### config.mk
export PLATFORM = sky130hd
export DESIGN_NAME = link_rx_responder
export DESIGN_NICKNAME = d
export VERILOG_FILES = /design/src/rtl/link_pkg.sv /design/src/rtl/link_rx_fifo.sv /design/src/rtl/link_rx_responder.sv
export SDC_FILE = /design/constraint.sdc
export NUM_CORES = 1
export LEC_CHECK = 0
export ABC_AREA = 1
export BUFFER_PORTS_ARGS = -buffer_cell sky130_fd_sc_hd__buf_2
export CAP_MARGIN = 20
export CORE_MARGIN = 2
export CORE_UTILIZATION = 35
export DETAILED_ROUTE_END_ITERATION = 8
export SYNTH_ARGS = -nofsm -noshare
export SYNTH_HDL_FRONTEND = slang
export SYNTH_SLANG_ARGS = --single-unit
### constraint.sdc
create_clock -name clk -period 3 [get_ports clk]
set_input_delay 0.6 -clock clk [delete_from_list [all_inputs] [get_ports clk]]
set_output_delay 0.6 -clock clk [all_outputs]
set_load 0.1 [all_outputs]
### src/rtl/link_pkg.sv
// Shared definitions for the 4-phase req/ack byte link (master and responder ends).
package link_pkg;

    localparam int unsigned LINK_DATA_W    = 8;
    localparam int unsigned LINK_BURST_LEN = 4;
    localparam int unsigned LINK_ACK_HOLD  = 2;

    typedef enum logic [1:0] {
        StIdle,
        StHold,
        StWaitLow
    } link_state_e;

endpackage

### src/rtl/link_rx_fifo.sv
// First-word-fall-through receive buffer for link_rx_responder.
module link_rx_fifo #(
    parameter int unsigned DATA_W     = 8,
    parameter int unsigned FIFO_DEPTH = 4
) (
    input  logic              clk,
    input  logic              rst,
    input  logic              wr_en,
    input  logic [DATA_W-1:0] wr_data,
    input  logic              rd_en,
    output logic [DATA_W-1:0] rd_data,
    output logic              empty,
    output logic              full
);

    localparam int unsigned AW = $clog2(FIFO_DEPTH);

    logic [DATA_W-1:0] mem_q [FIFO_DEPTH];
    logic [AW-1:0]     wr_ptr_q;
    logic [AW-1:0]     rd_ptr_q;
    logic [AW:0]       count_q;
    logic              do_wr;
    logic              do_rd;

    assign full    = (count_q == (AW+1)'(FIFO_DEPTH));
    assign empty   = (count_q == '0);
    assign do_wr   = wr_en && !full;
    assign do_rd   = rd_en && !empty;
    assign rd_data = mem_q[rd_ptr_q];

    // Depth is a power of two, so pointers wrap naturally.
    always_ff @(posedge clk) begin
        if (rst) begin
            wr_ptr_q <= '0;
            rd_ptr_q <= '0;
            count_q  <= '0;
        end else begin
            if (do_wr) wr_ptr_q <= wr_ptr_q + 1'b1;
            if (do_rd) rd_ptr_q <= rd_ptr_q + 1'b1;
            case ({do_wr, do_rd})
                2'b10:   count_q <= count_q + 1'b1;
                2'b01:   count_q <= count_q - 1'b1;
                default: count_q <= count_q;
            endcase
        end
    end

    always_ff @(posedge clk) begin
        if (do_wr) mem_q[wr_ptr_q] <= wr_data;
    end

endmodule

### src/rtl/link_rx_responder.sv
// Responder end of the req/ack byte link: acks each byte, buffers it, tracks bursts.
// Optional LINK_RX_CSUM_EN adds a running per-burst XOR checksum output (csum).
module link_rx_responder
    import link_pkg::*;
#(
    parameter int unsigned DATA_W     = LINK_DATA_W,
    parameter int unsigned BURST_LEN  = LINK_BURST_LEN,
    parameter int unsigned ACK_HOLD   = LINK_ACK_HOLD,
    parameter int unsigned FIFO_DEPTH = 4
) (
    input  logic                             clk,
    input  logic                             rst,
    input  logic                             req,
    input  logic [DATA_W-1:0]                data,
    output logic                             ack,
    input  logic                             rd_en,
    output logic [DATA_W-1:0]                rd_data,
    output logic                             empty,
    output logic                             full,
    output logic [$clog2(BURST_LEN+1)-1:0]   byte_cnt,
    output logic [DATA_W-1:0]                last_byte,
    output logic                             done
`ifdef LINK_RX_CSUM_EN
    ,
    output logic [DATA_W-1:0]                csum
`endif
);

    localparam int unsigned CNT_W  = $clog2(BURST_LEN+1);
    localparam int unsigned HOLD_W = (ACK_HOLD > 1) ? $clog2(ACK_HOLD) : 1;

    link_state_e       state_q, state_d;
    logic [HOLD_W-1:0] hold_q, hold_d;
    logic              ack_q, ack_d;
    logic [CNT_W-1:0]  cnt_q, cnt_d;
    logic [DATA_W-1:0] last_q, last_d;
    logic              done_q, done_d;
    logic              accept;
`ifdef LINK_RX_CSUM_EN
    logic [DATA_W-1:0] csum_q, csum_d;
`endif

    // full is registered occupancy, so a same-cycle pop cannot unblock this edge.
    assign accept = (state_q == StIdle) && req && !full;

    always_comb begin
        state_d = state_q;
        hold_d  = hold_q;
        ack_d   = ack_q;
        cnt_d   = cnt_q;
        last_d  = last_q;
        done_d  = done_q;
`ifdef LINK_RX_CSUM_EN
        csum_d  = csum_q;
`endif
        unique case (state_q)
            StIdle: begin
                if (accept) begin
                    ack_d   = 1'b1;
                    hold_d  = HOLD_W'(ACK_HOLD - 1);
                    state_d = StHold;
                end
            end
            StHold: begin
                if (hold_q != '0) begin
                    hold_d = hold_q - 1'b1;
                end else if (!req) begin
                    ack_d   = 1'b0;
                    state_d = StIdle;
                end else begin
                    state_d = StWaitLow;
                end
            end
            StWaitLow: begin
                if (!req) begin
                    ack_d   = 1'b0;
                    state_d = StIdle;
                end
            end
            default: begin
                ack_d   = 1'b0;
                state_d = StIdle;
            end
        endcase

        // A new burst implicitly clears a sticky done from the previous one.
        if (accept) begin
            last_d = data;
            if (cnt_q == CNT_W'(BURST_LEN - 1)) begin
                cnt_d  = '0;
                done_d = 1'b1;
            end else begin
                cnt_d  = cnt_q + 1'b1;
                done_d = 1'b0;
            end
`ifdef LINK_RX_CSUM_EN
            csum_d = (cnt_q == '0) ? data : (csum_q ^ data);
`endif
        end
    end

    always_ff @(posedge clk) begin
        if (rst) begin
            state_q <= StIdle;
            hold_q  <= '0;
            ack_q   <= 1'b0;
            cnt_q   <= '0;
            last_q  <= '0;
            done_q  <= 1'b0;
`ifdef LINK_RX_CSUM_EN
            csum_q  <= '0;
`endif
        end else begin
            state_q <= state_d;
            hold_q  <= hold_d;
            ack_q   <= ack_d;
            cnt_q   <= cnt_d;
            last_q  <= last_d;
            done_q  <= done_d;
`ifdef LINK_RX_CSUM_EN
            csum_q  <= csum_d;
`endif
        end
    end

    link_rx_fifo #(
        .DATA_W     (DATA_W),
        .FIFO_DEPTH (FIFO_DEPTH)
    ) u_fifo (
        .clk     (clk),
        .rst     (rst),
        .wr_en   (accept),
        .wr_data (data),
        .rd_en   (rd_en),
        .rd_data (rd_data),
        .empty   (empty),
        .full    (full)
    );

    assign ack       = ack_q;
    assign byte_cnt  = cnt_q;
    assign last_byte = last_q;
    assign done      = done_q;
`ifdef LINK_RX_CSUM_EN
    assign csum      = csum_q;
`endif

endmodule

# == Word level (Yosys, flattened, before mapping) ==
# Memories as Yosys holds them, arrays and structs flattened. A register that Yosys moved wholly into a read port is not among the register bits.
# Cells that the tools add are included.
# totals
mem_bits_rw,32
out_inout_bits,23
wordCells,56
in_bits,12
regBits,23
memories,1
# mem_list
name,depth,word_bits,read_ports,rd_clocked_by_memory_dff,wr,line,text
u_fifo.mem_q,4,8,1,1,1,link_rx_fifo.sv:18,logic [DATA_W-1:0] mem_q [FIFO_DEPTH];
# op_classes
add_sub_neg,6
n_mux,18
n_reduce_logical,13
eq_ne,9
# ops
operator,n
$mux 2,6
$mux 1,7
$add 3x1->3 const B,2
$pmux 2 s3,1
$pmux 3 s2,1
$add 2x1->2 const B,2
$eq 2x1->1 const B,2
$eq 2x2->1 const B,2
$logic_and 1x1->1,4
$ne 2x2->1 const B,2
$reduce_and 2->1,2
$reduce_bool 2->1,2
$eq 3x2->1 const B,1
$eq 3x3->1 const B,1
$logic_not 3->1,1
$mux 3,1
$pmux 1 s3,1
$reduce_and 3->1,1
$sub 3x1->3 const B,1
$logic_not 1->1,2
$logic_not 2->1,1
$ne 2x1->1 const B,1
$pmux 1 s2,1
$sub 1x1->1 const B,1

# == Logic depth before layout (Yosys ltp) ==
# depth
ltp_word,6
ltp_mapped,13
mapped_depth_nobuf,12

# == Hierarchy ==
# A second synthesis with hierarchy kept.
# unflattened
hier_cells,238
hier_area_um2,2406.1
# modules_own_cells
module,area_each_um2,seq_area_each_um2,instances,cells_per_inst
link_rx_fifo,1691.6,1141.1,1,146
link_rx_responder,714.4,320.3,1,92

# == Least setup slack after synthesis ==
# No wires, ideal clock.
# synth_timing
kind,flip-flop to output port
from,reg with a tool-made name
to,out rd_data[5]
required_ns,2.400
arrival_time_ns,2.145
path_buffers,1
path_slack_ns,0.255
path_stages_with_launch,5
path_cell_list,dfxtp_1 inv_2 buf_2 o21ai_1 o22ai_1
# synth_lines
item,line,text
end: declaration,link_rx_responder.sv:17,"output logic [DATA_W-1:0] rd_data,"

==> summary.md <==
| Metric | Value |
|---|---|
| Status | finished clean |
| Routed len/inst | ~12 um |
| Largest net degree at the start of global routing | 24 |
| Setup-failing EPs final | 0 |
| #FFs+latches synth | 57 |
| Grt ovf | 0 |
| RR Startpoint | state_q[0]$_SDFFE_PP0P_ |
| ANT cells | 0 |
| Worst-skew pair later-pin latency | around 0.33 ns |
| Fin crit share | a little over four fifths |
| CTS Sinks | 57 |
| Worst path slowest cell | dfxtp_1 |
| WS Path Type | flop to output pin |
| Final hold vios | 0 |
| RD Place Congestion | between 0.7 and 0.8 |
| Number of max-cap violations | 0 |
| Nets@finish | ~290 |
| Critical path arrival | around 1.9 ns |
| Core ar. | 6681 um2 |
| Worst slew margin | between 50 and 60% |
| Netlist cell types | 25 |
| Share of the synthesized area in the top cell type | between 40% and 50% |
| DR vias/cell | between 4 and 5 |
| Initial Util | a little over a third |
| WP data required | 2.40 ns |
| Share of cells above drive strength 1 | roughly 25% |
| Drt first pass iters | 4 |
| Mapped cell area | 2381 um2 |
| DRC marker count from the first detailed-route iteration | 77 |
| Worst slew pin tran | between 0.7 and 0.8 ns |
| Crit-path cells | inv_2 > o21ai_0 > o22ai_1 > buf_2 |
| Setup Buffers After CTS | 0 |
| Via count | about 1600 |
| CTS Hold Bufs | 0 |
| Leading area contributor after synthesis | edfxtp_1 |
| Worst path top cell family by delay | flip-flops |
| Die area | 7479 um2 |
| H-tree levels | 3 |
| Die W | roughly 86 um |
| RR Endpoint | u_fifo.count_q[2]$_SDFFE_PP0P_ |
| Cts repair resizes | 0 |
| Startpoint types | flop |
| Number of global-route vias before repair | ~1600 |
| Clk pin slew, worst setup/hold paths | 0.06 ns |
| Post-layout min period | approximately 2.5 ns |
| Hold WC Path Type | flop to flop |
| CP max stage delay | ~0.67 ns |
| Layout area overhead | 20.02% |
| Origin of the worst min-delay path | u_fifo.rd_ptr_q[1]$_SDFFE_PP0P_ |
| Clock root buffer | clkbuf_8 |
| Reg-to-reg slack, setup | approximately 0.65 ns |
| Antenna viol nets, final | 0 |
| DP HPWL | ~2900 um |
| RSZ-0062 raised after global routing | no |
| FP Rows | 30 |
| Fin. max-slew vios | 0 |
| CTS Buffer Depth | 2 |
| I/O pins | 35 |
| CP Buf/Inv Count | 2 |
| Setup crit end kind | output pin |
| Global-route total usage across every layer | about an eighth |
| DIE HEIGHT | just under 90 um |
| DRT Wirelength | roughly 4400 um |
| FF-to-FF path depth | 12 |
| Synth area leaders | edfxtp_1 40%, dfxtp_1 21%, nor2_1 6.8%, ha_1 5.3%, o21ai_0 4.8% |
| Hold path depth | 2 |
| Mapped Nets | 250 |
| Syn. warnings | 0 |
| CTS buffer count | 9 |
| Max Clk Rate | around 0.40 GHz |
| Seq/Total Area, Yosys | 61.38% |
| Final TNS setup | 0 ns |
| Initial antenna violation count | 0 |
| Clock Skews | 0.007237 ns |
| CTS tree | yes |
| First-pass GRT wire length | about 7300 um |
| Drc violations | 0 |
| Synthesized instance count | roughly 230 |
| Post-Syn Area per Cell | 10.49 um2 |
| Maximum fanout along the worst path | 17 |
| Port Buffers | 34 |
metal layers:
| metal | vias to the layer above | global-route usage (%) | wire (um) |
|---|---|---|---|
| met4 | 0 | 4.688 | 47 |
| li1 | 850 | - | - |
| met3 | 5 | 6.476 | 308 |
| met1 | 741 | 15.33 | 2008 |
| met5 | - | 0 | 0 |
| met2 | 42 | 21.12 | 2056 |
Yosys cell counts (all sizes together):
library cell	count
o21ai	31
dfxtp	25
nand2	20
nand4	2
clkinv	1
ha	10
o211ai	1
o22ai	8
nor2	46
nor3	1
fa	1
inv	25
edfxtp	32
buf	6
a21oi	14
nand3	4
registers in the layout (all words and copies together) (netlist names), named ones only:
signal,count
ack,1
u_fifo.rd_ptr_q,2
done,1
byte_cnt,3
last_byte,8
state_q,2
u_fifo.wr_ptr_q,2
u_fifo.mem_q,32
u_fifo.count_q,3
hold_q,1
area by class of cell:
cell class	instances	area, um2
clock buffer	9	123.9
clock inverter	7	108.9
fill	670	3824
inverter	26	97.59
multi-input combinational	138	773.2
sequential	57	1461
tap	80	100.1
timing repair buffer	37	192.7
layout by cell type (no fill, tap or decap), types with 9 or more instances in the layout:
master,n
ha_1,10
o21ai_0,23
a21oi_1,12
nand2_1,14
buf_2,34
clkbuf_8,9
edfxtp_1,32
dfxtp_1,25
nor2_1,43
inv_1,21
worst register-to-register path, stage by stage, from the launching register on:
cell and delay [ns]:
dfxtp_1 0.36, inv_1 0.09, ha_1 0.27, nand2_1 0.09, clkinv_1 0.09, nand2_4 0.24, ha_1 0.20, inv_1 0.06
fa_1 0.38, a21oi_1 0.14, o21ai_0 0.11, o21ai_0 0.17, a21oi_1 0.05
how the worst max path moves through the flow:
stage / from / endpoint / depth (start not counted)
2_1_floorplan: flop / rd_data[5] / 4
3_3_place_gp: req / u_fifo.count_q[2]$_SDFFE_PP0P_ / 11
3_5_place_dp: req / u_fifo.count_q[2]$_SDFFE_PP0P_ / 11
4_1_cts: flop / rd_data[7] / 4
5_1_grt: flop / rd_data[7] / 4
6_report: flop / rd_data[7] / 4
cell families after synthesis:
family,Yosys count,synth area share [%]
flops,57,61.38
fa+ha+maj,11,6.096
compound gates,54,12.40
simple gates,73,13.98
buf+inv,32,6.148
through the flow:
step / area, um2 / std cells / util, % / hold slack (ns) / setup slack (ns)
global placement: 2625 / 338 / 39.29 / 0.4538 / 0.7088
global route: 2858 / 354 / 42.77 / 0.4931 / 0.3162
detailed placement: 2625 / 338 / 39.29 / 0.4557 / 0.6487
finish: 2858 / 354 / 42.77 / 0.4709 / 0.4963
floorplan: 2381 / 227 / - / 0.4334 / 0.2547
CTS: 2858 / 354 / 42.77 / 0.4719 / 0.4777
Power is not shown: default switching activity piles up to over one toggle a cycle in this logic, so the estimate is an artifact.
